==> config.mk <==
export PLATFORM = sky130hd
export DESIGN_NAME = inst_queue_decoder
export DESIGN_NICKNAME = d
export VERILOG_FILES = /design/src/rtl/inst_queue_decoder.sv
export SDC_FILE = /design/constraint.sdc
export NUM_CORES = 1
export LEC_CHECK = 0
export CAP_MARGIN = 20
export CELL_PAD_IN_SITES_DETAIL_PLACEMENT = 0
export CELL_PAD_IN_SITES_GLOBAL_PLACEMENT = 1
export CORE_AREA = 4 4 280 282
export DETAILED_ROUTE_END_ITERATION = 7
export DIE_AREA = 0 0 284 286
export GPL_TIMING_DRIVEN = 0
export PLACE_DENSITY_LB_ADDON = 0.1
export SLEW_MARGIN = 40
export SYNTH_ARGS = -nofsm -noshare
export SYNTH_HDL_FRONTEND = slang
export SYNTH_SLANG_ARGS = --single-unit
==> constraint.sdc <==
create_clock -name clk_in -period 8.18 [get_ports clk_in]
set_input_delay 1.227 -clock clk_in [delete_from_list [all_inputs] [get_ports clk_in]]
set_output_delay 1.227 -clock clk_in [all_outputs]
set_load 0.05 [all_outputs]
==> src/rtl/inst_queue_decoder.sv <==
`default_nettype none
// ============================================================================
//  Module   : inst_queue_decoder (with inst_queue_decoder_pkg)
//  Brief    : Circular instruction queue of {pc, inst} pairs with a
//             combinational RV32I decoder on the head entry, valid/ready
//             handshakes on both sides and a mispredict flush.
//  Revision : 1.0 - initial release
// ============================================================================

package inst_queue_decoder_pkg;
    localparam int OPENUM_WIDTH = 6;

    localparam logic [OPENUM_WIDTH-1:0] OPENUM_NOP   = 6'd0;
    localparam logic [OPENUM_WIDTH-1:0] OPENUM_LUI   = 6'd1;
    localparam logic [OPENUM_WIDTH-1:0] OPENUM_AUIPC = 6'd2;
    localparam logic [OPENUM_WIDTH-1:0] OPENUM_JAL   = 6'd3;
    localparam logic [OPENUM_WIDTH-1:0] OPENUM_JALR  = 6'd4;
    localparam logic [OPENUM_WIDTH-1:0] OPENUM_BEQ   = 6'd5;
    localparam logic [OPENUM_WIDTH-1:0] OPENUM_BNE   = 6'd6;
    localparam logic [OPENUM_WIDTH-1:0] OPENUM_BLT   = 6'd7;
    localparam logic [OPENUM_WIDTH-1:0] OPENUM_BGE   = 6'd8;
    localparam logic [OPENUM_WIDTH-1:0] OPENUM_BLTU  = 6'd9;
    localparam logic [OPENUM_WIDTH-1:0] OPENUM_BGEU  = 6'd10;
    localparam logic [OPENUM_WIDTH-1:0] OPENUM_LB    = 6'd11;
    localparam logic [OPENUM_WIDTH-1:0] OPENUM_LH    = 6'd12;
    localparam logic [OPENUM_WIDTH-1:0] OPENUM_LW    = 6'd13;
    localparam logic [OPENUM_WIDTH-1:0] OPENUM_LBU   = 6'd14;
    localparam logic [OPENUM_WIDTH-1:0] OPENUM_LHU   = 6'd15;
    localparam logic [OPENUM_WIDTH-1:0] OPENUM_SB    = 6'd16;
    localparam logic [OPENUM_WIDTH-1:0] OPENUM_SH    = 6'd17;
    localparam logic [OPENUM_WIDTH-1:0] OPENUM_SW    = 6'd18;
    localparam logic [OPENUM_WIDTH-1:0] OPENUM_ADDI  = 6'd19;
    localparam logic [OPENUM_WIDTH-1:0] OPENUM_SLTI  = 6'd20;
    localparam logic [OPENUM_WIDTH-1:0] OPENUM_SLTIU = 6'd21;
    localparam logic [OPENUM_WIDTH-1:0] OPENUM_XORI  = 6'd22;
    localparam logic [OPENUM_WIDTH-1:0] OPENUM_ORI   = 6'd23;
    localparam logic [OPENUM_WIDTH-1:0] OPENUM_ANDI  = 6'd24;
    localparam logic [OPENUM_WIDTH-1:0] OPENUM_SLLI  = 6'd25;
    localparam logic [OPENUM_WIDTH-1:0] OPENUM_SRLI  = 6'd26;
    localparam logic [OPENUM_WIDTH-1:0] OPENUM_SRAI  = 6'd27;
    localparam logic [OPENUM_WIDTH-1:0] OPENUM_ADD   = 6'd28;
    localparam logic [OPENUM_WIDTH-1:0] OPENUM_SUB   = 6'd29;
    localparam logic [OPENUM_WIDTH-1:0] OPENUM_SLL   = 6'd30;
    localparam logic [OPENUM_WIDTH-1:0] OPENUM_SLT   = 6'd31;
    localparam logic [OPENUM_WIDTH-1:0] OPENUM_SLTU  = 6'd32;
    localparam logic [OPENUM_WIDTH-1:0] OPENUM_XOR   = 6'd33;
    localparam logic [OPENUM_WIDTH-1:0] OPENUM_SRL   = 6'd34;
    localparam logic [OPENUM_WIDTH-1:0] OPENUM_SRA   = 6'd35;
    localparam logic [OPENUM_WIDTH-1:0] OPENUM_OR    = 6'd36;
    localparam logic [OPENUM_WIDTH-1:0] OPENUM_AND   = 6'd37;
endpackage

module inst_queue_decoder
    import inst_queue_decoder_pkg::*;
#(
    parameter int DEPTH      = 16,
    parameter int ADDR_WIDTH = 32
) (
    input  logic                    clk_in,
    input  logic                    rst_in,
    input  logic                    rdy_in,
    input  logic                    clear_in,
    input  logic                    in_valid,
    input  logic [31:0]             in_inst,
    input  logic [ADDR_WIDTH-1:0]   in_pc,
    output logic                    in_ready,
    output logic                    out_valid,
    input  logic                    out_ready,
    output logic [ADDR_WIDTH-1:0]   out_pc,
    output logic [OPENUM_WIDTH-1:0] out_openum,
    output logic [4:0]              out_rd,
    output logic [4:0]              out_rs1,
    output logic [4:0]              out_rs2,
    output logic [31:0]             out_imm,
    output logic                    out_is_ctrl,
    output logic                    out_is_ls,
    output logic                    out_is_store,
    output logic                    out_illegal
);

    localparam int AW = $clog2(DEPTH);
    localparam int CW = AW + 1;
    localparam int EW = ADDR_WIDTH + 32;
    localparam logic [CW-1:0] C_DEPTH = CW'(DEPTH);

    localparam logic [6:0] C_OP_LUI    = 7'b0110111;
    localparam logic [6:0] C_OP_AUIPC  = 7'b0010111;
    localparam logic [6:0] C_OP_JAL    = 7'b1101111;
    localparam logic [6:0] C_OP_JALR   = 7'b1100111;
    localparam logic [6:0] C_OP_BRANCH = 7'b1100011;
    localparam logic [6:0] C_OP_LOAD   = 7'b0000011;
    localparam logic [6:0] C_OP_STORE  = 7'b0100011;
    localparam logic [6:0] C_OP_ARITHI = 7'b0010011;
    localparam logic [6:0] C_OP_ARITH  = 7'b0110011;
    localparam logic [6:0] C_F7_ALT    = 7'b0100000;

    logic [EW-1:0] mem [DEPTH];

    logic [AW-1:0] head_q, head_d;
    logic [AW-1:0] tail_q, tail_d;
    logic [CW-1:0] count_q, count_d;

    logic w_push;
    logic w_pop;

    assign in_ready  = (count_q < C_DEPTH);
    assign out_valid = (count_q != '0);

    // Handshake qualification; flush and global stall both suppress transfers.
    always_comb begin
        w_push = in_valid && in_ready && rdy_in && !clear_in;
        w_pop  = out_valid && out_ready && rdy_in && !clear_in;
    end

    // Next-state pointers and occupancy; a flush empties the queue outright.
    always_comb begin
        head_d  = head_q;
        tail_d  = tail_q;
        count_d = count_q;
        if (rdy_in && clear_in) begin
            head_d  = '0;
            tail_d  = '0;
            count_d = '0;
        end else begin
            if (w_push) tail_d = tail_q + 1'b1;
            if (w_pop)  head_d = head_q + 1'b1;
            case ({w_push, w_pop})
                2'b10:   count_d = count_q + 1'b1;
                2'b01:   count_d = count_q - 1'b1;
                default: count_d = count_q;
            endcase
        end
    end

    // Pointer and occupancy registers with synchronous reset.
    always_ff @(posedge clk_in) begin
        if (rst_in) begin
            head_q  <= '0;
            tail_q  <= '0;
            count_q <= '0;
        end else begin
            head_q  <= head_d;
            tail_q  <= tail_d;
            count_q <= count_d;
        end
    end

    // Entry storage; contents need no reset since occupancy gates visibility.
    always_ff @(posedge clk_in) begin
        if (!rst_in && w_push) begin
            mem[tail_q] <= {in_pc, in_inst};
        end
    end

    logic [EW-1:0]         w_entry;
    logic [31:0]           w_inst;
    logic [ADDR_WIDTH-1:0] w_pc;
    logic [2:0]            w_f3;
    logic                  w_f7_alt;
    logic [31:0]           w_imm_i;
    logic [31:0]           w_imm_s;
    logic [31:0]           w_imm_b;
    logic [31:0]           w_imm_u;
    logic [31:0]           w_imm_j;
    logic [31:0]           w_imm_sh;

    assign w_entry  = mem[head_q];
    assign w_inst   = w_entry[31:0];
    assign w_pc     = w_entry[EW-1:32];
    assign w_f3     = w_inst[14:12];
    assign w_f7_alt = (w_inst[31:25] == C_F7_ALT);
    assign w_imm_i  = {{20{w_inst[31]}}, w_inst[31:20]};
    assign w_imm_s  = {{20{w_inst[31]}}, w_inst[31:25], w_inst[11:7]};
    assign w_imm_b  = {{19{w_inst[31]}}, w_inst[31], w_inst[7], w_inst[30:25], w_inst[11:8], 1'b0};
    assign w_imm_u  = {w_inst[31:12], 12'b0};
    assign w_imm_j  = {{11{w_inst[31]}}, w_inst[31], w_inst[19:12], w_inst[20], w_inst[30:21], 1'b0};
    assign w_imm_sh = {27'b0, w_inst[24:20]};

    logic [OPENUM_WIDTH-1:0] w_openum;
    logic [4:0]              w_rd;
    logic [31:0]             w_imm;
    logic                    w_is_ctrl;
    logic                    w_is_ls;
    logic                    w_is_store;
    logic                    w_illegal;

    // RV32I decode of the head entry; illegal encodings collapse to a NOP.
    always_comb begin
        w_openum   = OPENUM_NOP;
        w_rd       = w_inst[11:7];
        w_imm      = '0;
        w_is_ctrl  = 1'b0;
        w_is_ls    = 1'b0;
        w_is_store = 1'b0;
        w_illegal  = 1'b0;
        case (w_inst[6:0])
            C_OP_LUI: begin
                w_openum = OPENUM_LUI;
                w_imm    = w_imm_u;
            end
            C_OP_AUIPC: begin
                w_openum = OPENUM_AUIPC;
                w_imm    = w_imm_u;
            end
            C_OP_JAL: begin
                w_openum  = OPENUM_JAL;
                w_imm     = w_imm_j;
                w_is_ctrl = 1'b1;
            end
            C_OP_JALR: begin
                w_openum  = OPENUM_JALR;
                w_imm     = w_imm_i;
                w_is_ctrl = 1'b1;
            end
            C_OP_LOAD: begin
                w_imm   = w_imm_i;
                w_is_ls = 1'b1;
                case (w_f3)
                    3'd0:    w_openum  = OPENUM_LB;
                    3'd1:    w_openum  = OPENUM_LH;
                    3'd2:    w_openum  = OPENUM_LW;
                    3'd4:    w_openum  = OPENUM_LBU;
                    3'd5:    w_openum  = OPENUM_LHU;
                    default: w_illegal = 1'b1;
                endcase
            end
            C_OP_ARITHI: begin
                w_imm = w_imm_i;
                case (w_f3)
                    3'd0: w_openum = OPENUM_ADDI;
                    3'd2: w_openum = OPENUM_SLTI;
                    3'd3: w_openum = OPENUM_SLTIU;
                    3'd4: w_openum = OPENUM_XORI;
                    3'd6: w_openum = OPENUM_ORI;
                    3'd7: w_openum = OPENUM_ANDI;
                    3'd1: begin
                        w_openum = OPENUM_SLLI;
                        w_imm    = w_imm_sh;
                    end
                    default: begin
                        w_openum = w_f7_alt ? OPENUM_SRAI : OPENUM_SRLI;
                        w_imm    = w_imm_sh;
                    end
                endcase
            end
            C_OP_BRANCH: begin
                w_rd      = '0;
                w_imm     = w_imm_b;
                w_is_ctrl = 1'b1;
                case (w_f3)
                    3'd0:    w_openum  = OPENUM_BEQ;
                    3'd1:    w_openum  = OPENUM_BNE;
                    3'd4:    w_openum  = OPENUM_BLT;
                    3'd5:    w_openum  = OPENUM_BGE;
                    3'd6:    w_openum  = OPENUM_BLTU;
                    3'd7:    w_openum  = OPENUM_BGEU;
                    default: w_illegal = 1'b1;
                endcase
            end
            C_OP_STORE: begin
                w_rd       = '0;
                w_imm      = w_imm_s;
                w_is_ls    = 1'b1;
                w_is_store = 1'b1;
                case (w_f3)
                    3'd0:    w_openum  = OPENUM_SB;
                    3'd1:    w_openum  = OPENUM_SH;
                    3'd2:    w_openum  = OPENUM_SW;
                    default: w_illegal = 1'b1;
                endcase
            end
            C_OP_ARITH: begin
                case (w_f3)
                    3'd0:    w_openum = w_f7_alt ? OPENUM_SUB : OPENUM_ADD;
                    3'd1:    w_openum = OPENUM_SLL;
                    3'd2:    w_openum = OPENUM_SLT;
                    3'd3:    w_openum = OPENUM_SLTU;
                    3'd4:    w_openum = OPENUM_XOR;
                    3'd5:    w_openum = w_f7_alt ? OPENUM_SRA : OPENUM_SRL;
                    3'd6:    w_openum = OPENUM_OR;
                    default: w_openum = OPENUM_AND;
                endcase
            end
            default: w_illegal = 1'b1;
        endcase

        if (w_illegal) begin
            w_openum   = OPENUM_NOP;
            w_rd       = '0;
            w_imm      = '0;
            w_is_ctrl  = 1'b0;
            w_is_ls    = 1'b0;
            w_is_store = 1'b0;
        end
    end

    // Present zeros while empty so stale storage never leaks to dispatch.
    always_comb begin
        out_pc       = '0;
        out_openum   = OPENUM_NOP;
        out_rd       = '0;
        out_rs1      = '0;
        out_rs2      = '0;
        out_imm      = '0;
        out_is_ctrl  = 1'b0;
        out_is_ls    = 1'b0;
        out_is_store = 1'b0;
        out_illegal  = 1'b0;
        if (out_valid) begin
            out_pc       = w_pc;
            out_openum   = w_openum;
            out_rd       = w_rd;
            out_rs1      = w_inst[19:15];
            out_rs2      = w_inst[24:20];
            out_imm      = w_imm;
            out_is_ctrl  = w_is_ctrl;
            out_is_ls    = w_is_ls;
            out_is_store = w_is_store;
            out_illegal  = w_illegal;
        end
    end

endmodule
`default_nettype wire

==> impl_metrics.json <==
{
  "area_delta_synth_final_pct": 20.6,
  "synth_area_leader_cell": "edfxtp_1",
  "cts_resized": 0,
  "criticalPathCategory": "register to output port",
  "vdd_ir_drop_max_mv": 0.189,
  "io_buffers": 160,
  "hp-class": "register to register",
  "routed_wl_um": 100000,
  "ant_nets": 0,
  "die_x_um": 284,
  "crit_required_ps": 6950,
  "dp_slack_ps": 2050,
  "cts_hold_buffers": 0,
  "grt_setup_unrepaired": "false",
  "tritoncts": "yes",
  "finalCritPeriodShare_pct": 83.3,
  "cts_buffers": 104,
  "timing.final.ws_setup_ps": 1370,
  "drive_above_1_share_pct": 29.2,
  "outcome": "completed",
  "synth_edf_count": 1024,
  "post-route-drc-count": 0,
  "post-dp-hpwl_um": 67000,
  "power.leakage_nw": 15.3,
  "grt_max_degree": 17,
  "netlist_instances": 1859,
  "worstSetupStartpointType": "register",
  "worst-path-stages": 13,
  "synth_area_sq_mm": 0.0408,
  "hold_depth": 2,
  "drv_slew": 0,
  "num-nets-final": 2341,
  "worst-path-buf-inv": 5,
  "vias_per_cell": 6.22,
  "postCtsSetupBuffers": 0,
  "synth.avg_cell_area_sq_um": 22.0,
  "holdWs_ps": 498,
  "crit_fanout": 10,
  "die-area_sq_mm": 0.0812,
  "clkTransAtPathRegs_ps": 60,
  "rr_worst_depth": 12,
  "clockBufferDepth": 3,
  "clock_tree.root_cell": "clkbuf_16",
  "dp.cells": 3133,
  "cpMostUsedCell": "clkbuf_1",
  "avgRoutedWirePerCell_um": 30.0,
  "slew-limit-headroom_pct": 42.1,
  "routed-via-count": 20715,
  "yosys.area.top_type_share_pct": 75.3,
  "power.density_mw_per_mm2": 218,
  "synth_nets": 1939,
  "r2r_end": "mem[3][42]$_DFFE_PP_",
  "yosys_warnings": 0,
  "crit_family": "buffers and inverters",
  "synthArstFlopShare_pct": 0,
  "crit_end": "out_imm[4]",
  "dpl_cell_area_sq_mm": 0.0459,
  "die_y_um": 286,
  "synth-seq-area-share_pct": 76.2,
  "slowest_stage": "clkdlybuf4s50_1",
  "pin_count": 161,
  "fill_cells": 4992,
  "drtIter0Drc": 1997,
  "critPathMaxStageDelay_ps": 850,
  "synth_flop_cell": "edfxtp_1",
  "cap_violations": 0,
  "cp-end-kind": "output port",
  "hold_violations": 0,
  "r2r_slack_ps": 4750,
  "grt-ovfl-total": 0,
  "grt_pass1_wl_um": 146000,
  "rows": 101,
  "place_congestion": 0.827,
  "design_area_sq_mm": 0.0492,
  "htreeDepth": 3,
  "period_minus_slack_ps": 6810,
  "setup_violations": 0,
  "instances_no_fill": 3331,
  "clk_latency_ps": 660,
  "firstDrtPassIters": 5,
  "synth-seq-cells": 1041,
  "core_area_sq_mm": 0.0757,
  "clock_skew_ps": 23.7,
  "antenna_found_initial": 9,
  "crit_chain": "clkbuf_1 -> buf_2 -> nor2b_1 -> clkbuf_1 -> o2111ai_1 -> o2111ai_1 -> nor3_1 -> nand3_1 -> a21oi_2 -> nor3_2 -> clkbuf_1 -> nor3_1 -> clkdlybuf4s50_1",
  "grt_pass1_vias": 21584,
  "max_freq_mhz": 147,
  "grt_use_total_pct": 24.8,
  "numClockSinks": 1041,
  "synthTopCellsByArea": "edfxtp_1 (75%), mux4_2 (16%), dfxtp_1 (0.83%), nor2b_1 (0.77%), nor2_1 (0.51%)",
  "start_util_pct": 53.9,
  "r2r_start": "count_q[4]$_SDFFE_PP0P_",
  "crit_arrival_ps": 5590,
  "tightest_slew_ps": 869,
  "synth.distinct_cells": 66
}
tightest hold or removal path: cells and delay by family, from the launching register on:
| family | cells | cell delay (ps) |
|---|---|---|
| flip-flops | 1 | 320 |
| AO/OA/AOI/OAI | 2 | 130 |
through the flow:
step           power, mW  TNS (ps)  utilization [%]
2_1_floorplan       6.06         0                -
3_3_place_gp        6.19  -2831090             57.7
3_5_place_dp        6.20         0             60.6
4_1_cts             10.8         0             65.0
5_1_grt             11.0         0             65.1
6_report            10.7         0             65.1
routing by layer:
| layer | up-vias | wire, um | part of all wire (%) | global-route usage [%] |
|---|---|---|---|---|
| met5 | - | 27 | 0.027 | 0 |
| met4 | 4 | 2320 | 2.3 | 6.35 |
| met3 | 153 | 7240 | 7.2 | 4.29 |
| met2 | 851 | 51800 | 52 | 42.7 |
| met1 | 11023 | 38700 | 39 | 33.5 |
| li1 | 8684 | - | - | - |
worst min-delay path by stage:
stage,from,to
after floorplan,count_q[4]$_SDFFE_PP0P_,count_q[4]$_SDFFE_PP0P_
after global placement,count_q[4]$_SDFFE_PP0P_,count_q[4]$_SDFFE_PP0P_
after detailed placement,count_q[4]$_SDFFE_PP0P_,count_q[4]$_SDFFE_PP0P_
after CTS,count_q[4]$_SDFFE_PP0P_,count_q[4]$_SDFFE_PP0P_
after global routing,count_q[4]$_SDFFE_PP0P_,count_q[4]$_SDFFE_PP0P_
final,count_q[4]$_SDFFE_PP0P_,count_q[4]$_SDFFE_PP0P_
flip-flops by register name, indices dropped and copies added, names as in the netlist, named ones only:
name     cells
mem       1024
head_q       4
tail_q       4
count_q      5
placed cells by master (no fill, tap or decap), drive strengths merged, types with 10 or more instances in the layout:
master	Yosys	layout
nand3	20	20
nor3	37	37
a211oi	14	14
edfxtp	1024	1024
clkdlybuf4s50	0	160
mux4	292	292
a22oi	20	20
nand2	50	50
nor3b	10	10
nor2	56	56
clkinv	0	43
a21oi	23	23
dfxtp	17	17
inv	13	15
o21ai	17	17
nor2b	50	50
clkbuf	52	185
buf	50	186
power by group:
group | switching, mW | internal, mW | leakage [nW] | total, mW
clock | 1.95 | 2.69 | 1.62 | 4.64
combinational | 0.145 | 0.0746 | 4.29 | 0.220
sequential | 0.00228 | 5.86 | 9.34 | 5.87
cells by family after synthesis:
family	synth area share (%)
muxes	16.3
adders and majority gates	0.325
DFF	76.2
AOI/OAI and AO/OA	2.20
and+or+nand+nor	3.37
buffers and inverters	1.39
xor gates and xnor gates	0.215
area by class of cell:
cell class	instances	area [sq um]	area share, %
clock buffers	133	2790	5.67
clock inverters	58	554	1.13
well taps	978	1220	2.48
diodes	7	17.5	0.0356
multi-input cells	703	9300	18.9
inverters	13	48.8	0.0991
flip-flops and latches	1041	31100	63.1
plain buffers	102	543	1.10
repair buffers	296	3680	7.47
synthesized netlist by cell type, types with 9 or more instances:
library cell	instances
a21oi_1	21
a22oi_1	19
buf_2	30
buf_6	9
clkbuf_1	52
dfxtp_1	17
edfxtp_1	1024
ha_1	9
inv_1	13
mux4_2	292
nand2_1	49
nand3_1	20
nor2_1	56
nor2b_1	50
nor3_1	29
o21ai_0	15
(Power assumes the default switching activity.)
